**src/rtl/sram_arbiter_pkg.sv**
```systemverilog
// Shared widths and response-tag layout for the Data/Inst SRAM arbiter.
package sram_arbiter_pkg;

   localparam int SRAM_ADDR_WD = 32;
   localparam int SRAM_DATA_WD = 32;
   localparam int SRAM_STRB_WD = SRAM_DATA_WD / 8;

   localparam logic OWNER_INST = 1'b0;
   localparam logic OWNER_DATA = 1'b1;

   typedef struct packed {
      logic vld;
      logic owner;
      logic is_store;
   } resp_tag_t;

   localparam resp_tag_t RESP_IDLE = '{vld: 1'b0, owner: OWNER_INST, is_store: 1'b0};

endpackage

```
**src/rtl/sram_resp_pipe.sv**
```systemverilog
// Fixed-latency shift register of response tags, one stage per SRAM read cycle.
// Never stalls: a tag issued in cycle N appears on resp_tag in cycle N+RAM_LAT.
module sram_resp_pipe
   import sram_arbiter_pkg::*;
#(
   parameter int RAM_LAT = 1
)(
   input  logic      clk,
   input  logic      reset,
   input  resp_tag_t issue_tag,
   output resp_tag_t resp_tag
);

   resp_tag_t stage [RAM_LAT];

   always_ff @(posedge clk or posedge reset) begin
      if (reset) begin
         for (int i = 0; i < RAM_LAT; i++) stage[i] <= RESP_IDLE;
      end else begin
         stage[0] <= issue_tag;
         for (int i = 1; i < RAM_LAT; i++) stage[i] <= stage[i-1];
      end
   end

   assign resp_tag = stage[RAM_LAT-1];

endmodule

```
**src/rtl/sram_arbiter.sv**
```systemverilog
// Shares one single-port SRAM between fetch and data requesters; data_ok RAM_LAT cycles after addr_ok.
// Losing requester holds until addr_ok; responses are never back-pressured.
module sram_arbiter
   import sram_arbiter_pkg::*;
#(
   parameter int RAM_LAT      = 1,
   parameter int STARVE_LIMIT = 4
)(
   input  logic                    clk,
   input  logic                    reset,
   input  logic                    inst_req,
   input  logic [SRAM_ADDR_WD-1:0] inst_addr,
   output logic                    inst_addr_ok,
   output logic                    inst_data_ok,
   output logic [SRAM_DATA_WD-1:0] inst_rdata,
   input  logic                    data_req,
   input  logic [SRAM_STRB_WD-1:0] data_wstrb,
   input  logic [SRAM_ADDR_WD-1:0] data_addr,
   input  logic [SRAM_DATA_WD-1:0] data_wdata,
   output logic                    data_addr_ok,
   output logic                    data_data_ok,
   output logic [SRAM_DATA_WD-1:0] data_rdata,
   output logic                    ram_en,
   output logic [SRAM_STRB_WD-1:0] ram_w_en,
   output logic [SRAM_ADDR_WD-1:0] ram_addr,
   output logic [SRAM_DATA_WD-1:0] ram_w_data,
   input  logic [SRAM_DATA_WD-1:0] ram_r_data
);

   localparam logic [3:0] LIMIT = 4'(STARVE_LIMIT);

   logic [3:0]              starve_cnt;
   logic                    force_inst;
   logic                    grant_inst;
   logic                    grant_data;
   logic [SRAM_ADDR_WD-1:0] sel_addr;
   resp_tag_t               issue_tag;
   resp_tag_t               resp_tag;

   // Data wins by default; a fetch that has lost LIMIT cycles in a row is forced through.
   always_comb begin
      force_inst = inst_req & (starve_cnt == LIMIT);
      grant_data = data_req & ~force_inst & ~reset;
      grant_inst = inst_req & ~grant_data & ~reset;
   end

   assign inst_addr_ok = grant_inst;
   assign data_addr_ok = grant_data;

   assign ram_en     = grant_inst | grant_data;
   assign sel_addr   = grant_data ? data_addr : (grant_inst ? inst_addr : '0);
   assign ram_addr   = sel_addr & {{(SRAM_ADDR_WD-2){1'b1}}, 2'b00};
   assign ram_w_en   = grant_data ? data_wstrb : '0;
   assign ram_w_data = ram_en ? data_wdata : '0;

   always_ff @(posedge clk or posedge reset) begin
      if (reset) begin
         starve_cnt <= '0;
      end else if (~inst_req | grant_inst) begin
         starve_cnt <= '0;
      end else if (starve_cnt != LIMIT) begin
         starve_cnt <= starve_cnt + 4'd1;
      end
   end

   assign issue_tag = '{vld:      ram_en,
                        owner:    grant_data,
                        is_store: (|data_wstrb) & grant_data};

   sram_resp_pipe #(
      .RAM_LAT (RAM_LAT)
   ) u_resp_pipe (
      .clk       (clk),
      .reset     (reset),
      .issue_tag (issue_tag),
      .resp_tag  (resp_tag)
   );

   assign inst_data_ok = resp_tag.vld & (resp_tag.owner == OWNER_INST);
   assign data_data_ok = resp_tag.vld & (resp_tag.owner == OWNER_DATA);
   assign inst_rdata   = inst_data_ok ? ram_r_data : '0;
   assign data_rdata   = (data_data_ok & ~resp_tag.is_store) ? ram_r_data : '0;

endmodule

```
**config.mk**
```make
export PLATFORM = sky130hd
export DESIGN_NAME = sram_arbiter
export DESIGN_NICKNAME = d
export VERILOG_FILES = /design/src/rtl/sram_arbiter_pkg.sv /design/src/rtl/sram_resp_pipe.sv /design/src/rtl/sram_arbiter.sv
export SDC_FILE = /design/constraint.sdc
export NUM_CORES = 1
export LEC_CHECK = 0
export CORE_AREA = 2 2 106 108
export CTS_BUF_LIST = sky130_fd_sc_hd__clkbuf_16
export DETAILED_ROUTE_END_ITERATION = 8
export DIE_AREA = 0 0 108 110
export GPL_ROUTABILITY_DRIVEN = 0
export PLACE_DENSITY = 0.57
export SYNTH_ARGS = -nofsm -noshare
export SYNTH_HDL_FRONTEND = slang
export SYNTH_SLANG_ARGS = --single-unit
```
**constraint.sdc**
```tcl
create_clock -name clk -period 1.8 [get_ports clk]
set_input_delay 0.18 -clock clk [delete_from_list [all_inputs] [get_ports clk]]
set_output_delay 0.18 -clock clk [all_outputs]
set_load 0.05 [all_outputs]
```
[Word-level counts from Yosys, hierarchy flattened]
Cells that the tools add are included.
Storage, ports and cells
  bits in registers: 7
  logic and storage cells: 34
  input port bits: 136
Operators by class
  bitwise operators: 17
  $add $sub $neg: 1
  reduce and logical (&&, ||, !) cells: 2
  multiplexer cells: 8
  equality and inequality tests: 2
Operator list (number)
  two-way mux 32 bit: 5
  two-way mux 4 bit: 3
  bitwise AND 1 bit: 9
  inverter 1 bit: 6
  adder 4 x 1 -> 4 bit (second input constant): 1
  == test 4 x 3 -> 1 bit (second input constant): 1
  inequality test 4 x 3 -> 1 bit (second input constant): 1
  OR reduction 4 bit: 1
  OR 1 bit: 2
  nonzero test 2 bit: 1

[Depth between registers and ports, before layout]
Gate-level depths: netlist (run 1).
  depth after elaboration: 10
  depth in mapped cells: 7
  depth with buffers taken out: 5

[Cells and area by module]
A second synthesis (run 1) with hierarchy kept.
Unflattened totals
  cells, all modules: 185
  area, all modules: 1390.1 µm²
By module, submodules not included
  sram_arbiter: instances 1, area an instance 1311.3 µm², sequential area each 100.1 µm², cells an instance 181
  sram_resp_pipe: instances 1, area an instance 78.8 µm², sequential area each 75.1 µm², cells an instance 4

[Worst setup path after synthesis (run 1)]
OpenSTA, ideal clock, no wires.
  path kind: flip-flop to output port
  start: register starve_cnt[0]
  end: output ram_addr[22]
  path slack: -0.242 ns
  stages on the path, launching flop included: 7
  path buffers: 1
  arrival: 1.862 ns
  path through: dfrtp_1 inv_1 ha_1 nand3b_4 a211oi_2 buf_4 a22o_1
Between the ends
  cells in the longest elaborated chain, start to end: 10
Ends and longest elaborated chain
  from (decl): line sram_arbiter.sv:32  | logic [3:0] starve_cnt;
  from (signal assigned): line sram_arbiter.sv:62  | starve_cnt <= starve_cnt + 4'd1;
  == test 4 x 3 -> 1 bit: line sram_arbiter.sv:42  | force_inst = inst_req & (starve_cnt == LIMIT);
  bitwise AND 1 bit: line sram_arbiter.sv:42
  inverter 1 bit: line sram_arbiter.sv:43  | grant_data = data_req & ~force_inst & ~reset;
  bitwise AND 1 bit (2 in series): line sram_arbiter.sv:43
  inverter 1 bit: line sram_arbiter.sv:44  | grant_inst = inst_req & ~grant_data & ~reset;
  bitwise AND 1 bit (2 in series): line sram_arbiter.sv:44
  named net inst_addr_ok: line sram_arbiter.sv:13  | output logic inst_addr_ok,
  two-way mux 32 bit (2 in series): line sram_arbiter.sv:51  | assign sel_addr = grant_data ? data_addr : (grant_inst ? inst_addr : '0);
  to (decl): line sram_arbiter.sv:25  | output logic [SRAM_ADDR_WD-1:0] ram_addr,
The timed path passes the listed nets, and every way through them passes these cells.

[Worst setup path after layout (run 1)]
  start: register starve_cnt[0]
  end: output ram_addr[28]
Between the ends
  cells in the longest elaborated chain, start to end: 10
Ends and longest elaborated chain (line)
  == test 4 x 3 -> 1 bit *: sram_arbiter.sv:42
  bitwise AND 1 bit *: sram_arbiter.sv:42
  inverter 1 bit *: sram_arbiter.sv:43
  bitwise AND 1 bit * (2 in series): sram_arbiter.sv:43
  inverter 1 bit: sram_arbiter.sv:44
  bitwise AND 1 bit (2 in series): sram_arbiter.sv:44
  two-way mux 32 bit: sram_arbiter.sv:51
  two-way mux 32 bit *: sram_arbiter.sv:51
Mark *: on every way between the ends. The rest lies on a longest branch, timed or not.

==> results of run 1 <==
stage by stage:
stage | TNS, ps | cell area, um^2
final | -7859 | 6168
after global routing | -12200 | 6168
after CTS | -8243 | 5813
after detailed placement | -2052 | 5694
after global placement | -896.9 | 5694
after floorplan | -940.2 | 1478
final cells by class:
| cell class | instances | share of cell area [%] |
|---|---|---|
| Timing Repair Buffer | 288 | 69.76 |
| Multi-Input combinational cell | 156 | 23.04 |
| Inverter | 4 | 0.2434 |
| Sequential cell | 7 | 2.840 |
| Tap cell | 140 | 2.840 |
| Clock inverter | 1 | 0.06085 |
| Clock buffer | 3 | 1.217 |
flip-flops by register name (all words and copies together) (netlist names):
signal                flops
starve_cnt                4
u_resp_pipe.resp_tag      3
placed cells by master (no fill, tap or decap), types with 2 or more instances in the layout:
cell	netlist	final
nand3_1	3	3
and2_2	0	30
and2_4	0	4
dfrtp_1	7	7
o21ai_0	2	2
and2_1	101	67
inv_1	3	2
conb_1	1	2
nand4_1	2	2
a22o_4	0	30
buf_4	5	11
buf_6	4	3
clkbuf_16	0	5
nor2b_1	2	2
inv_2	1	3
nor2_1	2	2
clkdlybuf4s50_1	0	130
buf_12	0	141
repair_timing:
action / 4_1_cts / 5_1_grt
endpoints found under the setup margin: 67 / 67
pin swaps: 2 / 4
setup buffers: 0 / 5
gates cloned: 0 / 2
gates resized for setup: 12 / 43
hold endpoints to repair: 0 / 0
path summary, 6_finish.rpt:
path / start / endpoint / slack [ps] / cells after the start
worst max-delay path: starve_cnt[0] / ram_addr[28] / -230 / 8
worst min-delay path: reset / starve_cnt[0] / 410 / 3
worst max register to register: starve_cnt[0] / starve_cnt[2] / 180 / 8
worst min register to register: starve_cnt[2] / starve_cnt[2] / 590 / 1
max in group asynchronous: reset / u_resp_pipe.resp_tag[2] / 1260 / 3
min in group clk: data_req / starve_cnt[1] / 410 / 3
tightest hold or removal path: cells and delay by family:
family | cells | cell delay, ps
buf+inv | 3 | 790
cell families (layout without fill, tap and decap cells):
kind of cell,count (synthesis),count (layout)
DFF,7,7
AOI/OAI and AO/OA,38,38
buffers and inverters,22,296
adders and majority gates,2,2
xor gates and xnor gates,1,1
and+or+nand+nor,113,113
other,1,2
power groups by stage:
stage / combinational (mW) / sequential (mW) / clock, mW
3_5_place_dp: 1.73 / 0.176 / 0
3_3_place_gp: 1.71 / 0.175 / 0
2_1_floorplan: 0.725 / 0.177 / 0
6_report: 1.83 / 0.175 / 0.373
5_1_grt: 1.90 / 0.176 / 0.396
4_1_cts: 1.75 / 0.174 / 0.376
metal layers:
| metal | routed length, um | part of all wire (%) |
|---|---|---|
| met5 | 0 | 0 |
| met4 | 79 | 0.82 |
| met3 | 1030 | 11 |
| met2 | 5332 | 55 |
| met1 | 3173 | 33 |
==> impl_summary.md, run 1 <==
Pwr
After layout, the design draws a total of 2.378 mW. The internal cell power is 1.432 mW. The power per standard cell area is a little under 400 nW/um^2. The worst-case IR drop observed on VDD is approximately 270 uV. The switching power share of the total is 39.79%. The proportion of power drawn by flip-flops and latches is 7.3%. For this design the static power due to leakage is 2.616 nW.

Summed over all nets, the switching power comes to 0.9463 mW. The share of total power in combinational logic is 76.9%. The share of total power dissipated in the clock network is 15.7%.

Clock network
The number of CTS-inserted buffers is 3. In this run the clock root is driven by a clkbuf_16. The insertion delay to the later sink of the worst-skew pair is 230 ps. Clock tree synthesis found a total of 7 sinks. The H-tree depth reported by CTS is 1. The clock-pin slew of the registers on the worst-case setup and hold paths is 40 ps. The CTS tree is done. No sink is reached through more buffers than the 2 on the longest clock path.

After clock tree synthesis, the flow added hold-fix buffers numbering 0.

Global routing
The layer flagged by global routing as most heavily used is met2. The via count of the first global-routing pass is 2306. For met3 alone, demand over resource in global routing was 5.232%. Global routing consumed, on the met2 layer, 25.56% of the routing resources.

Global routing consumed, on the met1 layer, 14.62% of the routing resources. Entering global routing, the biggest net connects 34 pins. The global-route congestion overflow total is 0. The number of antenna violations at the first check in global routing came to 0. Global routing used a little over an eighth of the available tracks. The first-pass GRT wire length is 12730 um.

Logic synthesis
Ranked by total cell area, the synthesized netlist is headed by and2_1 46%, a22o_1 19%, dfrtp_1 13%. For this run, asynchronously set or reset flops after synthesis account for 100.0%. and2_1 is the most common cell in the netlist. The total of warnings raised by yosys is 0.

The synthesized-area fraction occupied by xor and xnor cells is less than 1%. The top cell type by area accounts for 45.58% of the synthesized area. For this run, the leading register cell type out of synthesis is dfrtp_1. The commonest cells after synthesis are 101 x and2_1, 30 x a22o_1, 9 x clkbuf_1, 7 x dfrtp_1, 5 x buf_4. The main combinational cell family by area after synthesis is simple AND/OR/NAND/NOR gates. The share of synthesized cell area in and, or, nand and nor gates is 51.26%. Summing the areas of all compound-gate instances in the mapped netlist gives a little under a quarter of the synthesized area. A synthesized cell averages 7.534 um^2. The number of register bits inferred by synthesis is 7. Counting flops with a built-in enable in the synthesized netlist gives 0. The netlist uses 25 different library cells. The area of the mapped netlist is roughly 1400 um^2. The post-synthesis sequential area ratio is 12.64%. Multiplexer cells account for 0% of the synthesized area. Counting every instance in the synthesized netlist gives 184. The post-synthesis cell type with the largest combined area is and2_1. The post-synthesis share of cell area spent on full adders, half adders and majority gates is 1.805%.

Floorplanning
The area of the die is 11880 um^2. The placement row count is 38. For this configuration, the core starts out at a cell density of 12.96%. In this run the horizontal extent of the chip is 108 um. From bottom edge to top edge, the die measures between 100 and 150 um. For this design the top-level I/O count stands at 273. The floorplan step defined a core boundary enclosing 10700 um^2.

Cells and area
The total of fill cells in the finished design is 888. At the end of the flow the core is filled with cells to 57.66%. The area taken by flip-flops and latches is 175.2 um^2. The repair_antennas step left the layout with diodes totalling 0. Summing all multi-input logic gate instances after layout gives 1421 um^2. Once layout is complete, the cells apart from fillers number 599. The fraction of layout cells with a size suffix above 1 is 50.33%. From synthesis to final layout, the design area changed by 344.9%. The number of nets in the layout is 598.

Run status
The checks that failed: setup timing. The flow ran to the end, but the final reports show violations.

Routing
The remaining antenna violation count is 0. The mean routed wirelength per cell is approximately 16 um. The pre-antenna-repair detailed-routing pass consisted of 4 iterations.

The routed wire length is approximately 9600 um. The DRC marker count from the first detailed-route iteration is 74. The detailed-route DRC error count is 0. Summing over every cut layer, the via total after detailed routing is 2435. Using the TritonRoute via totals, the vias-per-cell ratio works out to between 4 and 5.

Run
Across the run, the number of max-cap violations was 0.

Worst setup path
The family with the most delay on the worst path is buffers and inverters. The number of buffers and inverters on the critical path is 4. The worst endpoint data arrival time is 1850 ps. Along the worst path, the maximum fanout reaches 8. The kind of capture point of the worst setup path is an output port.

The critical path data required time is 1620 ps. The critical path goes through inv_2 > ha_4 > nand3b_4 > a211oi_4 > buf_6 > clkbuf_16 > a22o_4 > buf_12. The largest single stage delay on the critical path is 380 ps. The type of origin of the critical path is a flip-flop. The slowest stage of the critical path is the dfrtp_1 cell. By startpoint and endpoint, the worst setup path is classified as flip-flop to output port.

Place
Detailed placement finished with a half-perimeter wire length of 7909 um. The quantity of I/O buffers inserted on ports is between 200 and 300. The number of cells after detailed placement is 588. OpenSTA, run right after detailed placement, puts the worst setup slack at -58.51 ps.

Hold path
The path class of the tightest hold or removal check is primary input to async pin.

STA
The worst hold-check slack is 408.2 ps. The final hold violation count is 0. The worst clock skew is between 2 and 2.5 ps. Setup repair after global routing could not meet its margin everywhere. Timing would allow up to approximately 500 MHz. Setup violations remaining at the end of the flow were counted as 68.

In the post-route analysis, the smallest setup slack over all paths is -230.1 ps. The number of pins with negative max-slew slack in the final report is 0. The final critical path takes up 112.8% of the cycle.

After layout, the minimum clock period comes to 2030 ps.
Power figures use the tool's default switching activity.
==> run 2, diff against run 1 <==
--- a/config.mk
+++ b/config.mk
@@ -7,6 +7,7 @@
 export LEC_CHECK = 0
 export CORE_AREA = 2 2 106 108
 export CTS_BUF_LIST = sky130_fd_sc_hd__clkbuf_16
+export CTS_CLUSTER_SIZE = 24
 export DETAILED_ROUTE_END_ITERATION = 8
 export DIE_AREA = 0 0 108 110
 export GPL_ROUTABILITY_DRIVEN = 0
==> results of run 2 <==
No change in the layout: final DEF, timing and power equal those of run 1.
